**config.mk**
```make
export PLATFORM = sky130hd
export DESIGN_NAME = bch_128_enc
export DESIGN_NICKNAME = d
export VERILOG_FILES = /design/src/rtl/bch_128_enc.sv
export SDC_FILE = /design/constraint.sdc
export NUM_CORES = 1
export LEC_CHECK = 0
export ABC_CLOCK_PERIOD_IN_PS = 25800
export BUFFER_PORTS_ARGS = -buffer_cell sky130_fd_sc_hd__buf_2
export CORE_MARGIN = 8
export CORE_UTILIZATION = 59
export CTS_CLUSTER_SIZE = 12
export DETAILED_ROUTE_END_ITERATION = 16
export PLACE_DENSITY_LB_ADDON = 0.25
export SLEW_MARGIN = 20
export SYNTH_ARGS = -nofsm -noshare
export SYNTH_HDL_FRONTEND = slang
export SYNTH_SLANG_ARGS = --single-unit
```
**constraint.sdc**
```tcl
create_clock -name clk -period 25.8 [get_ports clk]
set_input_delay 3.87 -clock clk [delete_from_list [all_inputs] [get_ports clk]]
set_output_delay 3.87 -clock clk [all_outputs]
set_load 0.01 [all_outputs]
```
**src/rtl/bch_128_enc.sv**
```systemverilog
// ---------------------------------------------------------------------------
// bch_128_enc
//
// Systematic BCH(255,239) t=2 encoder, shortened to (144,128). Produces a
// 144-bit codeword {data, parity} where parity = d(x)*x^16 mod g(x). Parity is
// built by a BITS_PER_CYC-wide unrolled LFSR over 128/BITS_PER_CYC cycles.
// The far end of the link decodes with bch_128_dec.
//
// Ports:
//   clk      in   1        system clock, rising edge
//   reset    in   1        asynchronous, active-high reset
//   enable   in   1        global clock-enable; 0 freezes every register
//   i_valid  in   1        input word present (accepted when o_ready & enable)
//   i_data   in   [0:127]  data word, i_data[0] is the x^127 coefficient
//   o_ready  out  1        encoder idle and able to accept a word
//   o_code   out  [0:143]  {data, parity}; o_code[128] is parity x^15
//   o_valid  out  1        o_code holds a new result (one enabled cycle)
// ---------------------------------------------------------------------------
module bch_128_enc #(
    parameter int          BITS_PER_CYC = 8,
    parameter logic [15:0] G_POLY       = 16'h6F63
) (
    input  logic         clk,
    input  logic         reset,
    input  logic         enable,
    input  logic         i_valid,
    input  logic [0:127] i_data,
    output logic         o_ready,
    output logic [0:143] o_code,
    output logic         o_valid
);

    localparam int         CHUNKS   = 128 / BITS_PER_CYC;
    localparam logic [6:0] LAST_CNT = 7'(CHUNKS - 1);

    // Reject unsupported fold widths while elaborating.
    generate
        if (!((BITS_PER_CYC == 1) || (BITS_PER_CYC == 2) || (BITS_PER_CYC == 4) ||
              (BITS_PER_CYC == 8) || (BITS_PER_CYC == 16) || (BITS_PER_CYC == 32))) begin : g_bad_bits_per_cyc
            $error("bch_128_enc: BITS_PER_CYC must be 1, 2, 4, 8, 16 or 32");
        end
    endgenerate

    typedef enum logic [0:0] {
        ST_IDLE = 1'b0,
        ST_BUSY = 1'b1
    } state_t;

    state_t         state_q, state_d;
    logic [6:0]     cnt_q, cnt_d;
    logic [15:0]    lfsr_q, lfsr_d;
    logic [0:127]   data_q, data_d;
    logic [0:143]   code_q, code_d;
    logic           valid_q, valid_d;

    logic [0:127]   data_rot_s;
    logic [15:0]    lfsr_nxt_s;
    logic           done_s;

    // Unrolled serial division step: fold bits[0] (highest degree) first.
    function automatic logic [15:0] lfsr_fold(input logic [15:0]             lfsr_in,
                                              input logic [0:BITS_PER_CYC-1] bits);
        logic [15:0] l;
        logic        fb;
        l = lfsr_in;
        for (int i = 0; i < BITS_PER_CYC; i++) begin
            fb = l[15] ^ bits[i];
            l  = {l[14:0], 1'b0} ^ (fb ? G_POLY : 16'h0000);
        end
        return l;
    endfunction

    // The data register is rotated rather than shifted, so after the last
    // chunk it is back to the captured word and no second copy is needed.
    always_comb begin
        data_rot_s = {data_q[BITS_PER_CYC:127], data_q[0:BITS_PER_CYC-1]};
        lfsr_nxt_s = lfsr_fold(lfsr_q, data_q[0:BITS_PER_CYC-1]);
        done_s     = (state_q == ST_BUSY) && (cnt_q == LAST_CNT);
    end

    // State register.
    always_ff @(posedge clk or posedge reset) begin
        if (reset) begin
            state_q <= ST_IDLE;
        end else if (enable) begin
            state_q <= state_d;
        end else begin
            state_q <= state_q;
        end
    end

    // Next-state logic.
    always_comb begin
        state_d = state_q;
        case (state_q)
            ST_IDLE: begin
                if (i_valid) begin
                    state_d = ST_BUSY;
                end else begin
                    state_d = ST_IDLE;
                end
            end
            ST_BUSY: begin
                if (done_s) begin
                    state_d = ST_IDLE;
                end else begin
                    state_d = ST_BUSY;
                end
            end
            default: state_d = ST_IDLE;
        endcase
    end

    // Datapath next values: capture on accept, fold one chunk per BUSY cycle.
    always_comb begin
        data_d  = data_q;
        lfsr_d  = lfsr_q;
        cnt_d   = cnt_q;
        code_d  = code_q;
        valid_d = 1'b0;
        case (state_q)
            ST_IDLE: begin
                if (i_valid) begin
                    data_d = i_data;
                    lfsr_d = 16'h0000;
                    cnt_d  = 7'd0;
                end else begin
                    data_d = data_q;
                end
            end
            ST_BUSY: begin
                data_d = data_rot_s;
                lfsr_d = lfsr_nxt_s;
                cnt_d  = cnt_q + 7'd1;
                if (done_s) begin
                    code_d  = {data_rot_s, lfsr_nxt_s};
                    valid_d = 1'b1;
                end else begin
                    valid_d = 1'b0;
                end
            end
            default: begin
                valid_d = 1'b0;
            end
        endcase
    end

    // Datapath registers; everything freezes while enable is low.
    always_ff @(posedge clk or posedge reset) begin
        if (reset) begin
            data_q  <= 128'h0;
            lfsr_q  <= 16'h0000;
            cnt_q   <= 7'd0;
            code_q  <= 144'h0;
            valid_q <= 1'b0;
        end else if (enable) begin
            data_q  <= data_d;
            lfsr_q  <= lfsr_d;
            cnt_q   <= cnt_d;
            code_q  <= code_d;
            valid_q <= valid_d;
        end else begin
            data_q  <= data_q;
            lfsr_q  <= lfsr_q;
            cnt_q   <= cnt_q;
            code_q  <= code_q;
            valid_q <= valid_q;
        end
    end

    // Output logic.
    always_comb begin
        o_code  = code_q;
        o_valid = valid_q;
        case (state_q)
            ST_IDLE: o_ready = 1'b1;
            ST_BUSY: o_ready = 1'b0;
            default: o_ready = 1'b0;
        endcase
    end

endmodule
```
==> results summary, run 1 <==
The length of the first detailed-routing pass in iterations is 5. The maximum level of the CTS H-tree is 1. The peak clock frequency supported by timing came out at 133.6 MHz. The vertical extent of the die is 164.9 um.

The routed wire length came out at 36,600 um. For the worst setup path, the data arrival time is 7.97 ns. The detailed-route wire length per cell is 18.67 um.

The floorplan step defined a core boundary enclosing 21,820 sq um. The maximum VDD drop is 0.09074 mV. sky130_fd_sc_hd__dfrtp_1 takes more of the synthesized area than any other cell. Buffers inserted to repair hold after CTS numbered 0. Sorting the synthesized cells by area gives the leading types as sky130_fd_sc_hd__dfrtp_1 (57%), sky130_fd_sc_hd__nand2_1 (19%), sky130_fd_sc_hd__a22o_1 (8.0%). The layout overhead on the synthesized area is 18.08%. The all-layer global routing usage came out at 26.45%. The critical path crosses 7 cells after its start point. The detailed-route vias per instance came out at 5.727. TritonCTS built the clock tree. The worst setup path is of the input port to flop kind. For this run the aggregate overflow at the end of global routing stands at 0. The average footprint of a synthesized cell came out at 8.972 sq um. For this configuration, the core starts out at a cell density of 59.94%. The quantity of I/O buffers inserted on ports came out at 277. The family with the most delay on the worst path is simple AND/OR/NAND/NOR gates. After clock tree synthesis, the clock-pin slew on the worst setup and hold paths is 0.06 ns. The count of max-cap constraint violations came out at 0. The HPWL after detailed placement is 23,380 um. The number of DRC violations after detailed-routing iteration 0 is 1,130. At the pin with the least slew margin, the transition time is 1.098 ns. The post-layout minimum cycle time is 7.485 ns.

The worst clock skew on the final layout came out at 0.01770 ns. The site row count is 54. The longest individual stage delay on the worst path came out at 0.95 ns.

Setup repair after global routing left no endpoint under its margin. The mapped netlist covers 13,080 sq um. In this run the top signal layer used is met5.

Synthesis produced 1,458 cells. The critical path goes through buf_4 -> nand2_1 -> nor4_1 -> nor2b_4 -> buf_4 -> nand2_1 -> nand2_1. The count of endpoints failing setup in the final report came out at 0. The via count came out at 11.23k. The post-cts gate resize count came out at 0. The number of nets handed over by synthesis was 1,591. The initial antenna violation count is 1. The routed wire length on met3 is 3092 um. The number of failing hold endpoints at the final stage was 0. The portion of the post-synthesis area used by sequential elements came out at 56.81%. Counting every sink on the clock net gives 297. The global-route wire length before repair came out at 58,010 um. The maximum root-to-sink buffer count came out at 3.

The count of nets left with antenna violations once routing finished came out at 0. The final core utilization is 70.78%. STA classifies the critical path endpoint as a flop.

The total buffers and inverters traversed by the critical path came out at 2. The total of flip-flops plus latches after synthesis is 297. The routability congestion estimate is 0.8257. During I/O placement, the number of pins put on the boundary was 278. The area of the die is 27,190 sq um. The worst-case setup slack after placement came out at 17.90 ns. Counting distinct cell types in the post-synthesis netlist gives 34.

The final sum of negative setup slack came out at 0 ns. The most critical setup path has its startpoint at enable. Dividing total power by cell area gives a power density of 133.0 nW/um^2. The number of buffers created by CTS came out at 30. For this run, the post-layout net count is 1,799. The headroom to the max-slew limit came out at 26.83%.

The number of inserted diodes came out at 0. The data required time at the worst endpoint is 26.28 ns. Overall power consumption after layout is estimated at 2.055 mW.

The fraction of final layout cells with drive strength greater than 1 is 20.35%. The post-layout worst setup margin came out at 18.31 ns. In this run the worst path has a maximum fanout of 96. The wire length the detailed router placed on met1 came out at 15,120 um.

STA classifies the critical path startpoint as an input port. The number of setup buffers added after CTS is 0. In this run the worst setup path terminates at o_code[1]$_DFFE_PP0P_. In this run the critical register-to-register path is captured at o_code[1]$_DFFE_PP0P_. After detailed routing, the number of remaining DRC violations is 0. Summed over all nets, wire length on met2 after detailed routing comes to 17,200 um. The final critical path takes up 29.01% of the cycle. The number of cells traversed by the worst register-to-register path came out at 6. The cell that appears most often on the critical path is sky130_fd_sc_hd__nand2_1. The slack of the worst reg-to-reg path is 21.40 ns. The synthesized design devotes to its leading area cell type 56.81% of total area. The static leakage came out at 8.693 nW. Entering global routing, the biggest net connects 130 pins. The tree is rooted in a sky130_fd_sc_hd__clkbuf_16.

The clock latency at the later pin of the worst-skew pair came out at 0.55 ns. The tightest hold margin came out at 0.4676 ns. For this design, the slowest cell found on the critical path is sky130_fd_sc_hd__buf_4. The flow ran to the end, and the final reports show no timing, DRC or antenna violations. The worst register-to-register path begins at state_q$_DFFE_PP0P_.

The type of the tightest min-delay check is flop to flop. The width of the chip came out at 164.9 um. The via count of the first global-routing pass is 11.04k. The Yosys warning count came out at 0.

The max-slew violation total from the final report came out at 0.
## synthesized netlist by cell type
| library cell | instances |
|---|---|
| sky130_fd_sc_hd__nand2_1 | 659 |
| sky130_fd_sc_hd__dfrtp_1 | 297 |
| sky130_fd_sc_hd__nand3_1 | 123 |
| sky130_fd_sc_hd__a22o_1 | 120 |
| sky130_fd_sc_hd__clkbuf_1 | 104 |
| sky130_fd_sc_hd__xnor2_1 | 33 |
| sky130_fd_sc_hd__o21ai_0 | 32 |
| sky130_fd_sc_hd__o22ai_1 | 17 |
| sky130_fd_sc_hd__a21oi_1 | 13 |
| sky130_fd_sc_hd__xor2_1 | 13 |
| sky130_fd_sc_hd__nor2_1 | 9 |
| sky130_fd_sc_hd__xnor2_2 | 5 |
| sky130_fd_sc_hd__inv_1 | 4 |
| sky130_fd_sc_hd__buf_2 | 3 |
| sky130_fd_sc_hd__nor2b_1 | 3 |
| sky130_fd_sc_hd__xnor3_2 | 3 |
| sky130_fd_sc_hd__buf_1 | 2 |
| sky130_fd_sc_hd__clkbuf_2 | 2 |
| sky130_fd_sc_hd__a2111o_1 | 1 |
| sky130_fd_sc_hd__a2111oi_0 | 1 |
| sky130_fd_sc_hd__a31oi_1 | 1 |
| sky130_fd_sc_hd__and2_1 | 1 |
| sky130_fd_sc_hd__ha_1 | 1 |
| sky130_fd_sc_hd__nand2b_1 | 1 |
| sky130_fd_sc_hd__nand3b_1 | 1 |
| sky130_fd_sc_hd__nor3_1 | 1 |
| sky130_fd_sc_hd__nor4_1 | 1 |
| sky130_fd_sc_hd__o2111a_1 | 1 |
| sky130_fd_sc_hd__o2111ai_1 | 1 |
| sky130_fd_sc_hd__o21a_1 | 1 |
| sky130_fd_sc_hd__o21ai_1 | 1 |
| sky130_fd_sc_hd__or2_2 | 1 |
| sky130_fd_sc_hd__or3_1 | 1 |
| sky130_fd_sc_hd__xor2_2 | 1 |
## cell usage in the layout (no fill, tap or decap), types with 2 or more instances in the layout
cell                          n
sky130_fd_sc_hd__nand2_1    659
sky130_fd_sc_hd__dfrtp_1    296
sky130_fd_sc_hd__buf_2      275
sky130_fd_sc_hd__nand3_1    123
sky130_fd_sc_hd__a22o_1     120
sky130_fd_sc_hd__xnor2_1     33
sky130_fd_sc_hd__o21ai_0     31
sky130_fd_sc_hd__clkbuf_16   31
sky130_fd_sc_hd__o22ai_1     17
sky130_fd_sc_hd__a21oi_1     13
sky130_fd_sc_hd__xor2_1      13
sky130_fd_sc_hd__buf_4       10
sky130_fd_sc_hd__nor2_1       9
sky130_fd_sc_hd__clkbuf_1     8
sky130_fd_sc_hd__clkbuf_8     6
sky130_fd_sc_hd__xnor2_2      5
sky130_fd_sc_hd__xnor3_2      3
sky130_fd_sc_hd__inv_1        2
sky130_fd_sc_hd__nor2b_1      2
sky130_fd_sc_hd__buf_6        2
## routing by layer
| metal | GRT usage [%] | up-vias |
|---|---|---|
| li1 | - | 5195 |
| met1 | 36.88 | 5407 |
| met2 | 41.56 | 548 |
| met3 | 4.187 | 79 |
| met4 | 9.296 | 2 |
| met5 | 0 | - |
## worst register-to-register path, cell delays in order, from the launching register on
cell and delay, ns:
sky130_fd_sc_hd__dfrtp_4 0.86, sky130_fd_sc_hd__nand2_1 0.70, sky130_fd_sc_hd__nor4_1 0.72, sky130_fd_sc_hd__nor2b_4 0.79
sky130_fd_sc_hd__buf_4 0.96, sky130_fd_sc_hd__nand2_1 0.21, sky130_fd_sc_hd__nand2_1 0.09
## through the flow
step	std cells	cell area, sq um
6_report	1961	15450
5_1_grt	1961	15450
4_1_cts	1961	15440
3_5_place_dp	1914	14520
3_3_place_gp	1914	14520
2_1_floorplan	1458	13080
## final cells by class
type | instances | area, sq um
sequential | 297 | 7436
fill | 1644 | 6377
multi-input combinational | 1046 | 5238
timing repair buffer | 287 | 1474
clock buffer | 45 | 888.4
tap | 280 | 350.3
clock inverter | 2 | 35.03
inverter | 4 | 25.02
## worst min path at each step
stage                                        from                      end  depth (start not counted)
after global placement     o_code[14]$_DFFE_PP0P_   o_code[14]$_DFFE_PP0P_                          2
after floorplan           data_q[108]$_DFFE_PP0P_  o_code[100]$_DFFE_PP0P_                          2
after global routing       o_code[62]$_DFFE_PP0P_   o_code[62]$_DFFE_PP0P_                          2
after detailed placement  o_code[113]$_DFFE_PP0P_  o_code[113]$_DFFE_PP0P_                          2
final                      o_code[59]$_DFFE_PP0P_   o_code[59]$_DFFE_PP0P_                          2
after CTS                 o_code[113]$_DFFE_PP0P_  o_code[113]$_DFFE_PP0P_                          2
## power by group
group	total (mW)	switching (mW)	internal (mW)
clock	0.415	0.172	0.243
sequential	0.806	0.160	0.646
combinational	0.834	0.457	0.377
total	2.05	0.789	1.27
## kinds of logic after synthesis
family	Yosys count	share of synthesized area, %
xor+xnor	55	4.371
compound gates	189	11.02
buf+inv	115	3.348
fa+ha+maj	1	0.09563
simple gates	801	24.35
flops	297	56.81
## flip-flops by register name, summed over array words and instances (netlist names)
name     flops
o_valid      1
lfsr_q      16
state_q      1
o_code     144
cnt_q        7
data_q     128
No activity file was read; power rests on OpenSTA's default activity.
==> run 2: changes to the inputs <==
Settings changed: ABC_CLOCK_PERIOD_IN_PS 25800 to 7500, CORE_UTILIZATION 59 to 55.
Clock period 25.8 ns to 7.5 ns, I/O delays scaled along.
==> results summary, run 2 (synthesis gave the netlist of run 1 again) <==
The initial antenna violation count is 0 (-1). The share of total power in the clock network came out at 20.1% (about the same). The post-cts gate resize count came to 0 (unchanged). The width of the chip is 170.2 um (+3.2%). The maximum number of pins on one net before global-route repair is 164 (+26%).

The routability congestion estimate is 0.8774 (+6.3%). The flow ran to the end, and the final reports show no timing, DRC or antenna violations. The flip-flop count of the largest register, all copies and words added is 144 (unchanged). The total overflow reported by the global router came out at 0 (unchanged). The maximum VDD drop is 0.3024 mV (+230%). The most frequent standard cell in the layout excluding fill and tap cells is sky130_fd_sc_hd__nand2_1. The slack of the worst reg-to-reg path came to 3.40 ns (-18.00 ns).

The sequential share of power came out at 39.0% (-0.2 points). The detailed-route wire length per cell was 18.54 um (-0.65%). The post-layout minimum cycle time is 4.175 ns. The sink count of the clock tree is 297 (unchanged). The clock latency at the later pin of the worst-skew pair is 0.54 ns (about the same). The all-layer global routing usage was 25.23% (-1.2 points).

The maximum level of the CTS H-tree was 1 (unchanged). The maximum root-to-sink buffer count is 3 (unchanged). The layout overhead on the synthesized area is 18.67%. The total core area came out at 23,400 sq um (+7.2%). The length of the first detailed-routing pass in iterations is 5 (unchanged). In this run the most critical hold path is launched from o_code[114]$_DFFE_PP0P_. The worst clock skew on the final layout came out at 0.01114 ns (-0.006563 ns). The site row count is 56 (+3.7%). The number of DRC violations after detailed-routing iteration 0 came out at 1,235 (+9.3%).

The TritonCTS clock tree is yes. The peak clock frequency supported by timing is 239.5 MHz. The path class of the tightest hold or removal check is flop to flop. The residual antenna-violating net count after detailed routing is 0 (unchanged). The vertical extent of the die came out at 170.2 um (+3.2%). The detailed-route vias per instance was 5.627 (-1.7%). The power density relative to cell area came out at 456.3 nW/um^2 (+240%). The cts-stage hold buffer count is 0 (unchanged).

The worst path uses 55.66% of the clock period. The net switching share of the total power is 38.58% (+0.18 points). The max-slew violation total from the final report was 0 (unchanged).

The switching power of the nets came out at 2.733 mW (+250%). The post-layout net count came out at 1,800 (+0.056%). The routed wire length came out at 37,130 um (+1.4%). The fraction of final layout cells with drive strength greater than 1 is 20.50% (+0.15 points). STA classifies the critical path startpoint as an input port. The clock-pin slew of the registers on the worst-case setup and hold paths is 0.06 ns (about the same).

The library cell used as clock root buffer is sky130_fd_sc_hd__clkbuf_16. Tracing the worst setup path back leads to its startpoint at enable. The class of the most critical setup path is input port to flop. The internal cell power was 4.351 mW (+240%). The number of remaining DRC errors came out at 0 (unchanged).

The final cell count without fillers came to 2,002 (+2.1%). The number of buffers created by CTS came out at 30 (unchanged). The kind of end point of the critical path is a flop.

The pin slew with the least headroom to its limit came out at 1.001 ns (-0.09620 ns). The detailed placement HPWL came out at 23,820 um (+1.9%). The count of endpoints failing setup in the final report came to 0 (unchanged).

The number of inserted diodes came out at 0 (unchanged). The number of failing hold endpoints at the final stage is 0 (unchanged). The global-route wire length before repair came out at 59,610 um (+2.8%). The via count of the first global-routing pass came out at 11.24k (+1.8%). The origin of the critical flop-to-flop path is state_q$_DFFE_PP0P_.

Setup repair after global routing left no endpoint under its margin. The combinational cell fraction of total power is 40.9% (+0.3 points). The via count is 11.27k (+0.31%). The number of setup buffers added after CTS came out at 0 (unchanged). The static leakage came out at 8.703 nW (+0.11%). In the layout the commonest cells are sky130_fd_sc_hd__nand2_1 (659), sky130_fd_sc_hd__dfrtp_1 (296), sky130_fd_sc_hd__buf_2 (275).

The area of the die came out at 28,970 sq um (+6.6%). The headroom to the max-slew limit is 33.24% (+6.4 points). The starting utilization of the core area was 55.90% (-4.0 points). The maximum net fanout on the critical path is 90 (-6.3%). The instance count after placement with tap cells included came out at 1,954 (+2.1%). The quantity of I/O buffers inserted on ports is 277 (unchanged). The post-route total power came out at 7.084 mW (+240%). The signal arrival time at the worst endpoint is 4.65 ns (-3.32 ns).

The data required time at the worst endpoint is 7.98 ns (-18.30 ns). The final sum of negative setup slack is 0 ns (unchanged). The count of max-cap constraint violations came out at 0 (unchanged). The boundary pin count is 278 (unchanged).

The tightest hold margin is 0.4671 ns (-0.0005100 ns).
run 2: cell count changes in the layout (fill, tap and decap cells not counted), sizes merged:
cell      change
inv           -1
clkinvlp      +1
clkbuf        +2
bufinv        -1
buf           +1
run 2: worst max-delay path, cell delays in order:
cell                      delay [ns]
sky130_fd_sc_hd__buf_4          0.48
sky130_fd_sc_hd__nand2_1        0.69
sky130_fd_sc_hd__nor4_1         0.69
sky130_fd_sc_hd__nor2b_4        0.92
sky130_fd_sc_hd__buf_12         0.43
sky130_fd_sc_hd__nand2_1        0.12
sky130_fd_sc_hd__nand2_1        0.08
run 2: layout make-up:
class,instances,area [sq um]
clock inverters,1,5.005
multi-input cells,1046,5238
fillers,1999,7879
flip-flops and latches,297,7436
inverters,4,21.27
well taps,319,399.1
clock buffers,47,925.9
repair buffers,288,1499
run 2: metal layers:
metal	track usage [%]	part of all wire [%]	vias up
met5	0	0	-
met4	8.658	3.0	0
met3	3.869	7.4	76
met2	38.96	46	521
met1	36.00	43	5455
li1	-	-	5214
run 2: path summary, 6_finish.rpt:
path / endpoint / cells after the start
worst min-delay path: o_code[114]$_DFFE_PP0P_ / 2
worst max register to register: o_code[121]$_DFFE_PP0P_ / 6
min in group asynchronous: o_code[27]$_DFFE_PP0P_ / 3
worst max-delay path: o_code[121]$_DFFE_PP0P_ / 7
max in group asynchronous: state_q$_DFFE_PP0P_ / 4
worst min register to register: o_code[114]$_DFFE_PP0P_ / 2
run 2: power groups by stage:
stage          Sequential, mW  Clock [mW]  Combinational [mW]
6_report                 2.77        1.42                2.90
5_1_grt                  2.84        1.52                3.21
4_1_cts                  2.76        1.45                2.92
3_5_place_dp             2.77           0                2.89
3_3_place_gp             2.76           0                2.81
2_1_floorplan            2.69           0                2.07
run 2: metrics by stage:
step	area [sq um]	worst slack, ns	utilization, %
after detailed placement	14590	2.826	62.36
after global routing	15520	2.993	66.33
final	15520	3.325	66.33
after global placement	14590	2.923	62.36
after CTS	15520	3.370	66.33
after floorplan	13090	2.430	-
